[src/rtl/neuron_pkg.sv]
// rtl/neuron_pkg.sv - shared types, constants and width helpers for the neuron MAC core
package neuron_pkg;

    typedef enum logic [2:0] {
        IDLE,
        FETCH,
        ACCUM,
        DRAIN,
        OUT
    } state_t;

    localparam int ACT_NONE = 0;
    localparam int ACT_RELU = 1;

    // Wide enough that N_INPUTS full-scale products can never overflow the sum.
    function automatic int acc_width(input int data_w, input int n_inputs);
        return 2 * data_w + $clog2(n_inputs) + 1;
    endfunction

endpackage

[src/rtl/neuron_mac_core_if.sv]
// rtl/neuron_mac_core_if.sv - control, sample stream, weight BRAM and result ports of one neuron
interface neuron_mac_core_if #(
    parameter int DATA_W = 16,
    parameter int ADDR_W = 16
);
    logic              pi_start;
    logic              pi_abort;
    logic [DATA_W-1:0] pi_bias;
    logic [ADDR_W-1:0] pi_weight_base;
    logic              pi_in_valid;
    logic [DATA_W-1:0] pi_in_data;
    logic              po_in_ready;
    logic              po_weight_en;
    logic [ADDR_W-1:0] po_weight_addr;
    logic [DATA_W-1:0] pi_weight_data;
    logic              po_out_valid;
    logic [DATA_W-1:0] po_out_data;
    logic              pi_out_ready;
    logic              po_sat;
    logic              po_busy;

    modport slave (
        input  pi_start, pi_abort, pi_bias, pi_weight_base,
        input  pi_in_valid, pi_in_data, pi_weight_data, pi_out_ready,
        output po_in_ready, po_weight_en, po_weight_addr,
        output po_out_valid, po_out_data, po_sat, po_busy
    );

    modport master (
        output pi_start, pi_abort, pi_bias, pi_weight_base,
        output pi_in_valid, pi_in_data, pi_weight_data, pi_out_ready,
        input  po_in_ready, po_weight_en, po_weight_addr,
        input  po_out_valid, po_out_data, po_sat, po_busy
    );
endinterface

[src/rtl/neuron_requant.sv]
// rtl/neuron_requant.sv - bias align, round half up, saturate and activate the accumulated sum
module neuron_requant
    import neuron_pkg::*;
#(
    parameter int DATA_W   = 16,
    parameter int FRAC_W   = 7,
    parameter int ACC_W    = 43,
    parameter int ACT_MODE = ACT_RELU
) (
    input  logic signed [ACC_W-1:0]  acc,
    input  logic        [DATA_W-1:0] bias,
    output logic        [DATA_W-1:0] data,
    output logic                     sat
);
    localparam int S_W = ACC_W + 2;
    localparam logic signed [S_W-1:0] HALF  = S_W'(1) <<< (FRAC_W - 1);
    localparam logic signed [S_W-1:0] R_MAX = {{(S_W-DATA_W+1){1'b0}}, {(DATA_W-1){1'b1}}};
    localparam logic signed [S_W-1:0] R_MIN = {{(S_W-DATA_W+1){1'b1}}, {(DATA_W-1){1'b0}}};

    logic signed [S_W-1:0] bias_ext;
    logic signed [S_W-1:0] s;
    logic signed [S_W-1:0] r;

    always_comb begin
        bias_ext = {{(S_W-DATA_W){bias[DATA_W-1]}}, bias};
        s        = {{2{acc[ACC_W-1]}}, acc} + (bias_ext <<< FRAC_W) + HALF;
        r        = s >>> FRAC_W;
        data     = r[DATA_W-1:0];
        sat      = 1'b0;
        if (r > R_MAX) begin
            data = {1'b0, {(DATA_W-1){1'b1}}};
            sat  = 1'b1;
        end else if (r < R_MIN) begin
            data = {1'b1, {(DATA_W-1){1'b0}}};
            sat  = 1'b1;
        end
        // ReLU clamps negatives to zero, which is not reported as saturation.
        if (ACT_MODE == ACT_RELU && r < 0) begin
            data = '0;
            sat  = 1'b0;
        end
    end
endmodule

[src/rtl/neuron_mac_core.sv]
// rtl/neuron_mac_core.sv - one neuron: streamed x_i times BRAM w_i, summed, biased and activated
module neuron_mac_core
    import neuron_pkg::*;
#(
    parameter int DATA_W   = 16,
    parameter int FRAC_W   = 7,
    parameter int N_INPUTS = 784,
    parameter int ADDR_W   = 16,
    parameter int ACT_MODE = ACT_RELU
) (
    input  logic               pi_clk,
    input  logic               pi_rst,
    neuron_mac_core_if.slave   bus
);
    localparam int ACC_W  = acc_width(DATA_W, N_INPUTS);
    localparam int PROD_W = 2 * DATA_W;
    localparam int CNT_W  = $clog2(N_INPUTS);
    localparam logic [CNT_W-1:0] LAST_IDX = CNT_W'(N_INPUTS - 1);

    state_t                    state, state_nx;
    logic [CNT_W-1:0]          cnt;
    logic [ADDR_W-1:0]         addr;
    logic [DATA_W-1:0]         bias_q;
    logic signed [PROD_W-1:0]  prod;
    logic                      prod_v;
    logic signed [ACC_W-1:0]   acc;
    logic signed [ACC_W-1:0]   prod_ext;
    logic                      drain_cnt;
    logic [DATA_W-1:0]         out_data;
    logic                      out_sat;
    logic                      accept;
    logic                      last_accept;
    logic                      fetch_en;
    logic                      start_ok;
    logic [DATA_W-1:0]         rq_data;
    logic                      rq_sat;

    always_comb begin
        state_nx    = state;
        accept      = 1'b0;
        last_accept = 1'b0;
        fetch_en    = 1'b0;
        case (state)
            IDLE:  if (bus.pi_start) state_nx = FETCH;
            FETCH: begin
                fetch_en = 1'b1;
                state_nx = ACCUM;
            end
            ACCUM: begin
                accept      = bus.pi_in_valid;
                last_accept = accept && (cnt == LAST_IDX);
                // The final sample's weight is already on the bus; no prefetch past the vector.
                fetch_en    = accept && !last_accept;
                if (last_accept) state_nx = DRAIN;
            end
            DRAIN: if (drain_cnt) state_nx = OUT;
            OUT:   if (bus.pi_out_ready) state_nx = IDLE;
            default: state_nx = IDLE;
        endcase
        if (bus.pi_abort) state_nx = IDLE;
    end

    assign start_ok = (state == IDLE) && bus.pi_start && !bus.pi_abort;
    assign prod_ext = {{(ACC_W-PROD_W){prod[PROD_W-1]}}, prod};

    always_ff @(posedge pi_clk or posedge pi_rst) begin
        if (pi_rst) state <= IDLE;
        else        state <= state_nx;
    end

    always_ff @(posedge pi_clk or posedge pi_rst) begin
        if (pi_rst) begin
            cnt       <= '0;
            addr      <= '0;
            bias_q    <= '0;
            prod      <= '0;
            prod_v    <= 1'b0;
            acc       <= '0;
            drain_cnt <= 1'b0;
            out_data  <= '0;
            out_sat   <= 1'b0;
        end else begin
            prod_v <= accept && !bus.pi_abort;
            if (accept)
                prod <= PROD_W'($signed(bus.pi_in_data)) * PROD_W'($signed(bus.pi_weight_data));
            if (start_ok) begin
                bias_q    <= bus.pi_bias;
                addr      <= bus.pi_weight_base;
                cnt       <= '0;
                acc       <= '0;
                drain_cnt <= 1'b0;
            end else begin
                if (prod_v)   acc  <= acc + prod_ext;
                if (fetch_en) addr <= addr + ADDR_W'(1);
                if (accept && !last_accept) cnt <= cnt + CNT_W'(1);
                if (state == DRAIN) drain_cnt <= ~drain_cnt;
                // Second DRAIN cycle: the last product has landed in acc.
                if (state == DRAIN && drain_cnt) begin
                    out_data <= rq_data;
                    out_sat  <= rq_sat;
                end
            end
        end
    end

    neuron_requant #(
        .DATA_W   (DATA_W),
        .FRAC_W   (FRAC_W),
        .ACC_W    (ACC_W),
        .ACT_MODE (ACT_MODE)
    ) u_requant (
        .acc  (acc),
        .bias (bias_q),
        .data (rq_data),
        .sat  (rq_sat)
    );

    assign bus.po_in_ready    = (state == ACCUM);
    assign bus.po_weight_en   = fetch_en;
    assign bus.po_weight_addr = addr;
    assign bus.po_out_valid   = (state == OUT);
    assign bus.po_out_data    = out_data;
    assign bus.po_sat         = out_sat;
    assign bus.po_busy        = (state != IDLE);
endmodule
[src/flat_wrapper.sv]
// flat-port wrapper written by rule: the top's interface ports become plain ports
module neuron_mac_core_flat import neuron_pkg::*;
#(
    parameter int DATA_W   = 16,
    parameter int FRAC_W   = 7,
    parameter int N_INPUTS = 784,
    parameter int ADDR_W   = 16,
    parameter int ACT_MODE = ACT_RELU
)
  (pi_clk, pi_rst, bus_pi_start, bus_pi_abort, bus_pi_bias, bus_pi_weight_base, bus_pi_in_valid, bus_pi_in_data, bus_pi_weight_data, bus_pi_out_ready, bus_po_in_ready, bus_po_weight_en, bus_po_weight_addr, bus_po_out_valid, bus_po_out_data, bus_po_sat, bus_po_busy);
  neuron_mac_core_if #(.DATA_W(DATA_W), .ADDR_W(ADDR_W)) bus_i ();
  input  logic pi_clk;
  input  logic pi_rst;
  input wire logic [$bits(bus_i.pi_start)-1:0] bus_pi_start;
  input wire logic [$bits(bus_i.pi_abort)-1:0] bus_pi_abort;
  input wire logic [$bits(bus_i.pi_bias)-1:0] bus_pi_bias;
  input wire logic [$bits(bus_i.pi_weight_base)-1:0] bus_pi_weight_base;
  input wire logic [$bits(bus_i.pi_in_valid)-1:0] bus_pi_in_valid;
  input wire logic [$bits(bus_i.pi_in_data)-1:0] bus_pi_in_data;
  input wire logic [$bits(bus_i.pi_weight_data)-1:0] bus_pi_weight_data;
  input wire logic [$bits(bus_i.pi_out_ready)-1:0] bus_pi_out_ready;
  output wire logic [$bits(bus_i.po_in_ready)-1:0] bus_po_in_ready;
  output wire logic [$bits(bus_i.po_weight_en)-1:0] bus_po_weight_en;
  output wire logic [$bits(bus_i.po_weight_addr)-1:0] bus_po_weight_addr;
  output wire logic [$bits(bus_i.po_out_valid)-1:0] bus_po_out_valid;
  output wire logic [$bits(bus_i.po_out_data)-1:0] bus_po_out_data;
  output wire logic [$bits(bus_i.po_sat)-1:0] bus_po_sat;
  output wire logic [$bits(bus_i.po_busy)-1:0] bus_po_busy;
  assign bus_i.pi_start = bus_pi_start;
  assign bus_i.pi_abort = bus_pi_abort;
  assign bus_i.pi_bias = bus_pi_bias;
  assign bus_i.pi_weight_base = bus_pi_weight_base;
  assign bus_i.pi_in_valid = bus_pi_in_valid;
  assign bus_i.pi_in_data = bus_pi_in_data;
  assign bus_i.pi_weight_data = bus_pi_weight_data;
  assign bus_i.pi_out_ready = bus_pi_out_ready;
  assign bus_po_in_ready = bus_i.po_in_ready;
  assign bus_po_weight_en = bus_i.po_weight_en;
  assign bus_po_weight_addr = bus_i.po_weight_addr;
  assign bus_po_out_valid = bus_i.po_out_valid;
  assign bus_po_out_data = bus_i.po_out_data;
  assign bus_po_sat = bus_i.po_sat;
  assign bus_po_busy = bus_i.po_busy;
  neuron_mac_core #(.DATA_W(DATA_W), .FRAC_W(FRAC_W), .N_INPUTS(N_INPUTS), .ADDR_W(ADDR_W), .ACT_MODE(ACT_MODE)) u_core (.pi_clk(pi_clk), .pi_rst(pi_rst), .bus(bus_i));
endmodule
[config.mk]
export PLATFORM = sky130hd
export DESIGN_NAME = neuron_mac_core_flat
export DESIGN_NICKNAME = d
export VERILOG_FILES = /design/src/rtl/neuron_pkg.sv /design/src/rtl/neuron_mac_core_if.sv /design/src/rtl/neuron_requant.sv /design/src/rtl/neuron_mac_core.sv /design/src/flat_wrapper.sv
export SDC_FILE = /design/constraint.sdc
export NUM_CORES = 1
export LEC_CHECK = 0
export BUFFER_PORTS_ARGS = -buffer_cell sky130_fd_sc_hd__clkbuf_2
export CAP_MARGIN = 5
export CELL_PAD_IN_SITES_DETAIL_PLACEMENT = 1
export CELL_PAD_IN_SITES_GLOBAL_PLACEMENT = 1
export CORE_MARGIN = 2
export CORE_UTILIZATION = 43
export CTS_BUF_LIST = sky130_fd_sc_hd__clkbuf_4
export CTS_CLUSTER_DIAMETER = 100
export DETAILED_ROUTE_END_ITERATION = 10
export PLACE_DENSITY = 0.75
export SLEW_MARGIN = 20
export SYNTH_ARGS = -nofsm -noshare
export SYNTH_HDL_FRONTEND = slang
export SYNTH_SLANG_ARGS = --single-unit
export TNS_END_PERCENT = 10
[constraint.sdc]
create_clock -name pi_clk -period 3.4 [get_ports pi_clk]
set_input_delay 0 -clock pi_clk [delete_from_list [all_inputs] [get_ports pi_clk]]
set_output_delay 0 -clock pi_clk [all_outputs]
set_load 0.05 [all_outputs]
-- After elaboration in Yosys (flattened, before gate mapping)
Cells that the tools add are included.
- flip-flop bits (word level): 139
- input bits: 70
- output and inout bits: 37
- word-level logic and storage cells: 71
- add/subtract/negate cells: 5
- multipliers: 1
- magnitude comparators: 3
- equality and inequality tests: 9
- multiplexer cells: 23
- bitwise logic cells: 2
- reduce and logical (&&, ||, !) cells: 18
- operators with widths (kind ; number):
    43-bit 2-to-1 mux ; 2
    16-bit 2-to-1 mux ; 5
    44-bit by 8-bit adder with 45-bit output (second input constant) ; 1
    43-bit by 23-bit adder with 44-bit output ; 1
    43-bit by 32-bit adder with 43-bit output ; 1
    38-bit by 16-bit > comparator with 1-bit output (second input constant) ; 1
    38-bit by 1-bit less-than comparator with 1-bit output (second input constant) ; 1
    38-bit by 16-bit less-than comparator with 1-bit output (second input constant) ; 1
    16-bit by 16-bit multiplier with 32-bit output ; 1
    10-bit 2-to-1 mux ; 2
    16-bit by 1-bit adder with 16-bit output (second input constant) ; 1
    3-bit 2-to-1 mux ; 5
    3-bit one-hot mux with 5 select lines ; 1
    10-bit by 1-bit adder with 10-bit output (second input constant) ; 1
    10-bit == test (second input constant) ; 1
    2-bit nonzero test ; 4
    1-bit logical AND ; 7
    1-bit 2-to-1 mux ; 7
    3-bit by 2-bit == test with 1-bit output (second input constant) ; 2
    3-bit by 2-bit != test with 1-bit output (second input constant) ; 2
    3-bit != test (second input constant) ; 2
    4-bit AND reduction ; 1
    3-bit by 1-bit == test with 1-bit output (second input constant) ; 1
    3-bit == test (second input constant) ; 1
    6 further kinds ; 9

-- Depth between registers and ports, before layout
Gate-level depths: netlist of run 1.
- depth after elaboration: 7
- depth in mapped cells: 26
- gate-level depth less buffers: 25

-- Modules after synthesis
From an unflattened synthesis of run 1, not the netlist that was laid out.
- cell total of the unflattened synthesis: 2302
- area, all modules: 20091.8 µm²
- by module, submodules not included (module ; instances ; cells an instance ; area an instance (µm²) ; sequential area each (µm²)):
    neuron_mac_core ; 1 ; 1939 ; 17687.0 ; 3478.3
    neuron_requant ; 1 ; 363 ; 2404.8 ; 0.0

-- Worst setup path after synthesis of run 1
OpenSTA, ideal clock, no wires.
- path kind: input to register
- start point: input port bus_pi_weight_data[6]
- end point: register u_core.prod[31]
- setup time: 129 ps
- data arrival time: 6165 ps
- required time: 3271 ps
- slack: -2894 ps
- stages: 24
- buffers on the path: 1
- cells stage by stage: clkbuf_1 > and2_1 > fa_1 > inv_1 > fa_1 > fa_1 > inv_1 > fa_1 > fa_1 > inv_1 > fa_1 > inv_1 > ha_1 > a211o_1 > o32ai_1 > o21ai_1 > a31oi_1 > o31ai_1 > a22o_1 > o41a_1 > a211o_1 > o31a_1 > xnor2_1 > o21ai_1
- longest elaborated chain between the ends: 1
- ends and longest elaborated chain (what ; line ; source):
    start: declaration ; flat_wrapper.sv:20 ; input wire logic [$bits(bus_i.pi_weight_data)-1:0] bus_pi_weight_data;
    16-bit by 16-bit multiplier with 32-bit output ; neuron_mac_core.sv:85 ; prod <= PROD_W'($signed(bus.pi_in_data)) * PROD_W'($signed(bus.pi_weight_data));
    end signal: assignment ; neuron_mac_core.sv:85 ;
    end: declaration ; neuron_mac_core.sv:24 ; logic signed [PROD_W-1:0] prod;
No other way between the ends.
A chain may end at the register's enable or synchronous reset.

-- Worst setup path in the final report of run 1
- start point: input port bus_pi_in_data[5]
- end point: register u_core.prod[31]
- longest elaborated chain between the ends: 1
- ends and longest elaborated chain (what ; line ; source):
    start: declaration ; flat_wrapper.sv:19 ; input wire logic [$bits(bus_i.pi_in_data)-1:0] bus_pi_in_data;
    16-bit by 16-bit multiplier with 32-bit output ; neuron_mac_core.sv:85 ;
No other way between the ends.

==> impl_metrics.yaml, run 1 <==
yosys:
  synthSimpleGateAreaFrac_pct: 17.0
  synthMuxAreaShare_pct: 1.97
  synth_warnings: 0
  synth_edf_count: 0
  synth_compound_area_share_pct: 13.0
  syn_area_per_cell_sq_um: 8.82
  synth_nets: 2739
  synthCells: 2243
  yosysSeqAreaShare_pct: 17.6
  synth_area_sq_um: 19800
  synth_seq_cells: 139
  synth_top_area_share_pct: 26.7
  yosysTopAreaCell: "fa_1"
  synthXorXnorAreaFrac_pct: 5.13
  ys.flop_type: "dfrtp_1"
  synth_top_family_by_area: "adder cells"
  yosys-top-cells-area: "fa_1, dfrtp_1, ha_1, inv_1, nand2_1"
  async_reset_ff_share_pct: 100
  synthAdderAreaFrac_pct: 37.0
  netlist-cell-type-count: 87
floorplanning:
  io_pins: 107
  start_util_pct: 43.6
  die_y_microns: 219
  core_area_sq_um: 45400
  row_count: 78
  die_w_microns: 219
  dieArea_sq_um: 47700
cells_and_area:
  area_growth_pct: 26.2
  layout_commonest_cell: "buf_4"
  drive_gt1_share_pct: 24.2
  stdcell_count: 3344
  multi_input_area_sq_um: 15100
  regArea_sq_um: 3480
  final_nets: 3225
  n_fill_cell: 5387
  post-route-util_pct: 55.0
  layout_common_cells: "buf_4, inv_1, nand2_1"
sta:
  max_freq_mhz: 175
  slew_viol_final: 0
  fin_skew_ns: 0.0233
  setup_slack_ns: -2.32
  fin_crit_ns: 5.72
  maxSlewHeadroom_pct: 42.4
  period_share_pct: 168
  setup_viol_count_final: 42
  rsz0062_at_grt: "true"
  final-hold-violation-count: 0
  max_slew.worst_pin.slew_ns: 0.862
setup_path:
  crit_fanout: 5
  worst_ep_required_time_ns: 3.86
  r2r_setup_slack_ns: -0.49
  worstSetupStartpointType: "input port"
  critPathCaptureType: "flip-flop"
  critPathKind: "input port to flip-flop"
  cp.arrival_ns: 6.18
clock_network:
  clk_path_buf_depth: 2
  root_buffer: "clkbuf_4"
  cts_buffers: 17
  cts.clk_slew.worst_paths_ns: 0.14
  htree_levels: 4
  clock_latency_ns: 0.59
  cts_tree: "built"
  cts.sinks: 139
global_routing:
  antenna_found_initial: 2
  first_global_vias: 20400
  gr-usage-all-layers_pct: 27.8
  grt_overflow: 0
  grt_max_degree: 98
  grt_pass1_wl_microns: 105000
placed_design:
  dpl.hpwl_microns: 53300
  port_buffers: 106
  gp_congestion: 0.935
  dp.cells: 3263
detailed_routing:
  dr.pass1.iters: 5
  wl_per_cell_microns: 19.5
  first_iter_violations: 748
  vias: 17800
  antenna_left: 0
  avgViaCountPerCell: 5.34
  drcViolationCount: 0
  wirelength_microns: 65300
outcome:
  violations: "negative setup slack"
  status: "complete, but fails checks"
flow_run:
  cap_viol_max_count: 0
min_path:
  hp-class: "input port to asynchronous set/reset pin"
[cell type report]
class                      count  share of cell area (%)
sequential                   139                    13.9
antenna                        2                  0.0200
inverter                     347                    5.24
clock inverter                14                   0.391
tap                          600                    3.01
clock buffer                  18                   0.541
multi-input combinational   1680                    60.5
timing repair buffer         544                    16.4
[cells in the mapped netlist, types with 6 or more instances]
cell type	instances
o21a_1	14
o211ai_1	7
o31ai_1	10
nor2b_1	14
a31oi_1	12
and3_1	15
a211oi_1	16
a21oi_1	106
clkbuf_1	61
a21o_1	36
inv_1	346
or3_1	7
a221o_1	10
buf_1	6
o31a_1	7
xnor2_1	76
nand3_1	37
nand2_1	273
fa_1	264
nor3_1	28
a221o_2	6
ha_1	162
mux2i_1	30
nand2b_1	14
nand4_1	17
nor2_1	136
o21bai_1	15
xor2_1	40
mux2_2	8
and2_1	132
o21ai_0	99
dfrtp_1	139
[routing by layer]
metal / wire (microns) / part of all wire, % / vias up / track usage, %
met5: 0 / 0 / - / 0
met4: 3080 / 4.7 / 0 / 12.9
met3: 1620 / 2.5 / 156 / 2.94
met2: 34000 / 52 / 362 / 51.3
met1: 26600 / 41 / 9063 / 32.1
li1: - / - / 8268 / -
[sequential cells by signal, summed over array words and instances (netlist names)]
register / cells
u_core.bus.po_out_data: 16
u_core.bus.po_sat: 1
u_core.state: 3
u_core.acc: 43
u_core.drain_cnt: 1
u_core.prod: 32
u_core.prod_v: 1
u_core.cnt: 10
u_core.bias_q: 16
u_core.bus.po_weight_addr: 16
[cell families (layout without fill, tap and decap cells)]
logic type,after synthesis,count (layout)
AND/OR/NAND/NOR,705,705
adder cells (fa/ha/maj),426,426
buffers and inverters,424,923
AO/OA/AOI/OAI,395,395
flip-flops,139,139
XOR/XNOR,116,116
multiplexers,38,38
other,0,2
[worst max-delay path, stage by stage]
cell and delay (ns):
clkbuf_8 0.14, and2_4 0.17, fa_1 0.53, inv_1 0.07, fa_2 0.55, fa_2 0.45, fa_1 0.53, inv_1 0.06
fa_1 0.47, inv_1 0.06, fa_2 0.55, inv_2 0.05, ha_4 0.16, a211o_1 0.28, o32ai_2 0.25, o21ai_2 0.13
a31oi_4 0.23, o31ai_2 0.10, a22o_1 0.20, o41a_1 0.35, a211o_1 0.29, o31a_1 0.31, xnor2_1 0.15, o21ai_1 0.08
[repair_timing]
action / in CTS / in global routing
hold buffers: 37 / 0
hold endpoints to repair: 123 / 0
gates resized for setup: 61 / 63
pin swaps: 60 / 44
buffers inserted: 5 / 5
setup endpoints to repair: 46 / 47
[final timing paths]
path / from / to / cells after the start
worst max-delay path: bus_pi_in_data[5] / u_core.prod[31] / 24
worst min-delay path: pi_rst / u_core.cnt[6] / 3
worst max register to register: u_core.bias_q[3] / u_core.bus.po_out_data[12] / 14
worst min register to register: u_core.bus.po_sat / u_core.bus.po_sat / 1
max in group asynchronous: pi_rst / u_core.bus.po_out_data[2] / 4
min in group pi_clk: bus_pi_weight_data[0] / u_core.prod[0] / 4
[stage by stage]
stage	setup TNS (ns)	hold WS, ns	worst slack [ns]	cell area (sq um)
5_1_grt	-54.04	0.0732	-2.40	25000
3_5_place_dp	-66.72	0.203	-3.23	23800
3_3_place_gp	-60.60	0.191	-2.97	23800
2_1_floorplan	-94.41	0.0631	-2.69	20000
6_report	-45.26	0.0954	-2.32	25000
4_1_cts	-43.55	0.0775	-2.28	24800
Power of run 1 is left out: the tool's default activity adds up to more than one toggle a clock period on the data nets, which glitch-free logic cannot reach.
==> inputs of run 2 (changes only) <==
Settings changed: CAP_MARGIN 5 to not set, CORE_UTILIZATION 43 to 45, PLACE_DENSITY 0.75 to 0.78.
==> run 2 against run 1 <==
  * The run still ends with negative setup slack left
  * First-iteration DRC count grew 36%
  * Setup slack lost 0.17 ns
  * Count of clock-buffer cells in the layout shrank 1
  * Critical path depth grew 1
  * Via count grew 3.9%
  * Critical endpoint is now u_core.prod[30]
  * Highest routed layer is now met5
  * Clock skew grew 0.0077 ns
  * Largest cell class unchanged
  * Die area shrank 4.4%
  * Register-to-register slack gained 0.08 ns
  * Sequential cell count is the same
  * Global-route usage grew 3.1 points
  * Cell count shrank 0.93%
==> impl_metrics.yaml, run 2 (synthesized netlist as in run 1, its figures left out) <==
outcome:
  status: "complete, but fails checks"
  violations: "negative setup slack"
global_routing:
  grt_pass1_wl_microns: 110000
  grt_max_degree: 79
  first_global_vias: 21200
  grt_overflow: 0
  antenna_found_initial: 3
  gr-usage-all-layers_pct: 30.9
detailed_routing:
  avgViaCountPerCell: 5.60
  wl_per_cell_microns: 21.8
  wirelength_microns: 72300
  antenna_left: 0
  first_iter_violations: 1021
  drcViolationCount: 0
  dr.pass1.iters: 4
  vias: 18500
cells_and_area:
  n_fill_cell: 5072
  area_growth_pct: 27.1
  final_nets: 3209
  regArea_sq_um: 3480
  top_register: "u_core.acc"
  layout_commonest_cell: "buf_4"
  multi_input_area_sq_um: 15200
  drive_gt1_share_pct: 24.7
  largest_register_ffs: 43
  stdcell_count: 3313
  layout_common_cells: "buf_4, inv_1, nand2_1"
  largestRegisters: "u_core.acc x43, u_core.prod x32"
sta:
  slew_viol_final: 0
  rsz0062_at_grt: "true"
  final-hold-violation-count: 0
  maxSlewHeadroom_pct: 34.8
  hold_ws_ns: 0.0527
  period_share_pct: 173
  setup_viol_count_final: 43
  setup_slack_ns: -2.49
  max_slew.worst_pin.slew_ns: 0.976
  fin_crit_ns: 5.89
  fin_skew_ns: 0.0310
  setup_tns_ns: -46.72
  max_freq_mhz: 170
floorplanning:
  die_w_microns: 214
  start_util_pct: 45.7
  io_pins: 107
  dieArea_sq_um: 45700
  core_area_sq_um: 43300
  row_count: 76
  die_y_microns: 214
clock_network:
  cts.sinks: 139
  cts.clk_slew.worst_paths_ns: 0.14
  clock_latency_ns: 0.61
  cts_buffers: 17
  root_buffer: "clkbuf_4"
  cts_tree: "built"
  htree_levels: 4
  clk_path_buf_depth: 2
setup_path:
  crit_fanout: 6
  slowest_stage: "fa_1"
  r2r-start: "u_core.acc[7]"
  r2r_cells: 15
  timing.critical_path.mode_cell: "fa_1"
  r2r_setup_slack_ns: -0.41
  critPathCaptureType: "flip-flop"
  worst_ep_required_time_ns: 3.88
  critPathKind: "input port to flip-flop"
  cp.arrival_ns: 6.37
  rr_endpoint: "u_core.bus.po_out_data[14]"
  max_stage_delay_ns: 0.59
  worstSetupStartpointType: "input port"
placed_design:
  port_buffers: 106
  dp.cells: 3228
  pre_cts_slack_ns: -3.17
  dpl.hpwl_microns: 54700
  gp_congestion: 0.929
min_path:
  hp-class: "input port to asynchronous set/reset pin"
flow_run:
  cap_viol_max_count: 0
-- run 2: changes by cell type in the layout (fill, tap and decap cells not counted), moves of 7 or more --
cell     change
buf_4       -24
o21ai_0      -7
xnor2_1      -7
xnor2_2      +7
-- run 2: cell type report --
| cell class | instances | area share (%) |
|---|---|---|
| diodes | 2 | 0.0199 |
| clock buffers | 17 | 0.508 |
| clock inverters | 15 | 0.657 |
| inverters | 347 | 5.20 |
| multi-input cells | 1680 | 60.6 |
| flip-flops and latches | 139 | 13.8 |
| well taps | 585 | 2.91 |
| repair buffers | 528 | 16.2 |
-- run 2: worst max path at each step --
stage               cells past startpoint  slack, ns              end                  start
finish                                 25      -2.49  u_core.prod[30]      bus_pi_in_data[9]
global route                           25      -2.64  u_core.prod[30]      bus_pi_in_data[5]
CTS                                    24      -2.24  u_core.prod[29]      bus_pi_in_data[5]
detailed placement                     24      -3.17  u_core.prod[31]  bus_pi_weight_data[6]
global placement                       24      -2.95  u_core.prod[31]  bus_pi_weight_data[6]
floorplan                              24      -2.69  u_core.prod[31]  bus_pi_weight_data[6]
-- run 2: through the flow --
| stage | cell area (sq um) | utilization, % |
|---|---|---|
| 3_5_place_dp | 23700 | 54.8 |
| 2_1_floorplan | 20000 | - |
| 3_3_place_gp | 23700 | 54.8 |
| 6_report | 25100 | 58.1 |
| 5_1_grt | 25100 | 58.1 |
| 4_1_cts | 24900 | 57.5 |
-- run 2: repair_timing --
action                                  in CTS  in global routing
hold buffers                                37                  0
pin swaps                                   79                 43
endpoints found under the hold margin      115                  0
resized for setup                          104                 64
endpoints found under the setup margin      45                 49
setup buffers                               12                  2
-- run 2: routing by layer --
layer  up-vias  global-route usage [%]  routed length (microns)
li1       8251                       -                        -
met1      9455                    34.1                    27000
met2       571                    58.5                    38200
met5         -                       0                       13
met3       262                    3.63                     2730
met4         2                    15.2                     4240
-- run 2: critical path: cells and delay by family --
family / cells / cell delay, ns
AND/OR/NAND/NOR: 4 / 0.65
XOR/XNOR: 1 / 0.18
adder cells (fa/ha/maj): 7 / 3.38
buffers and inverters: 6 / 0.60
AO/OA/AOI/OAI: 7 / 1.55
Power of run 2 is left out for the same reason.
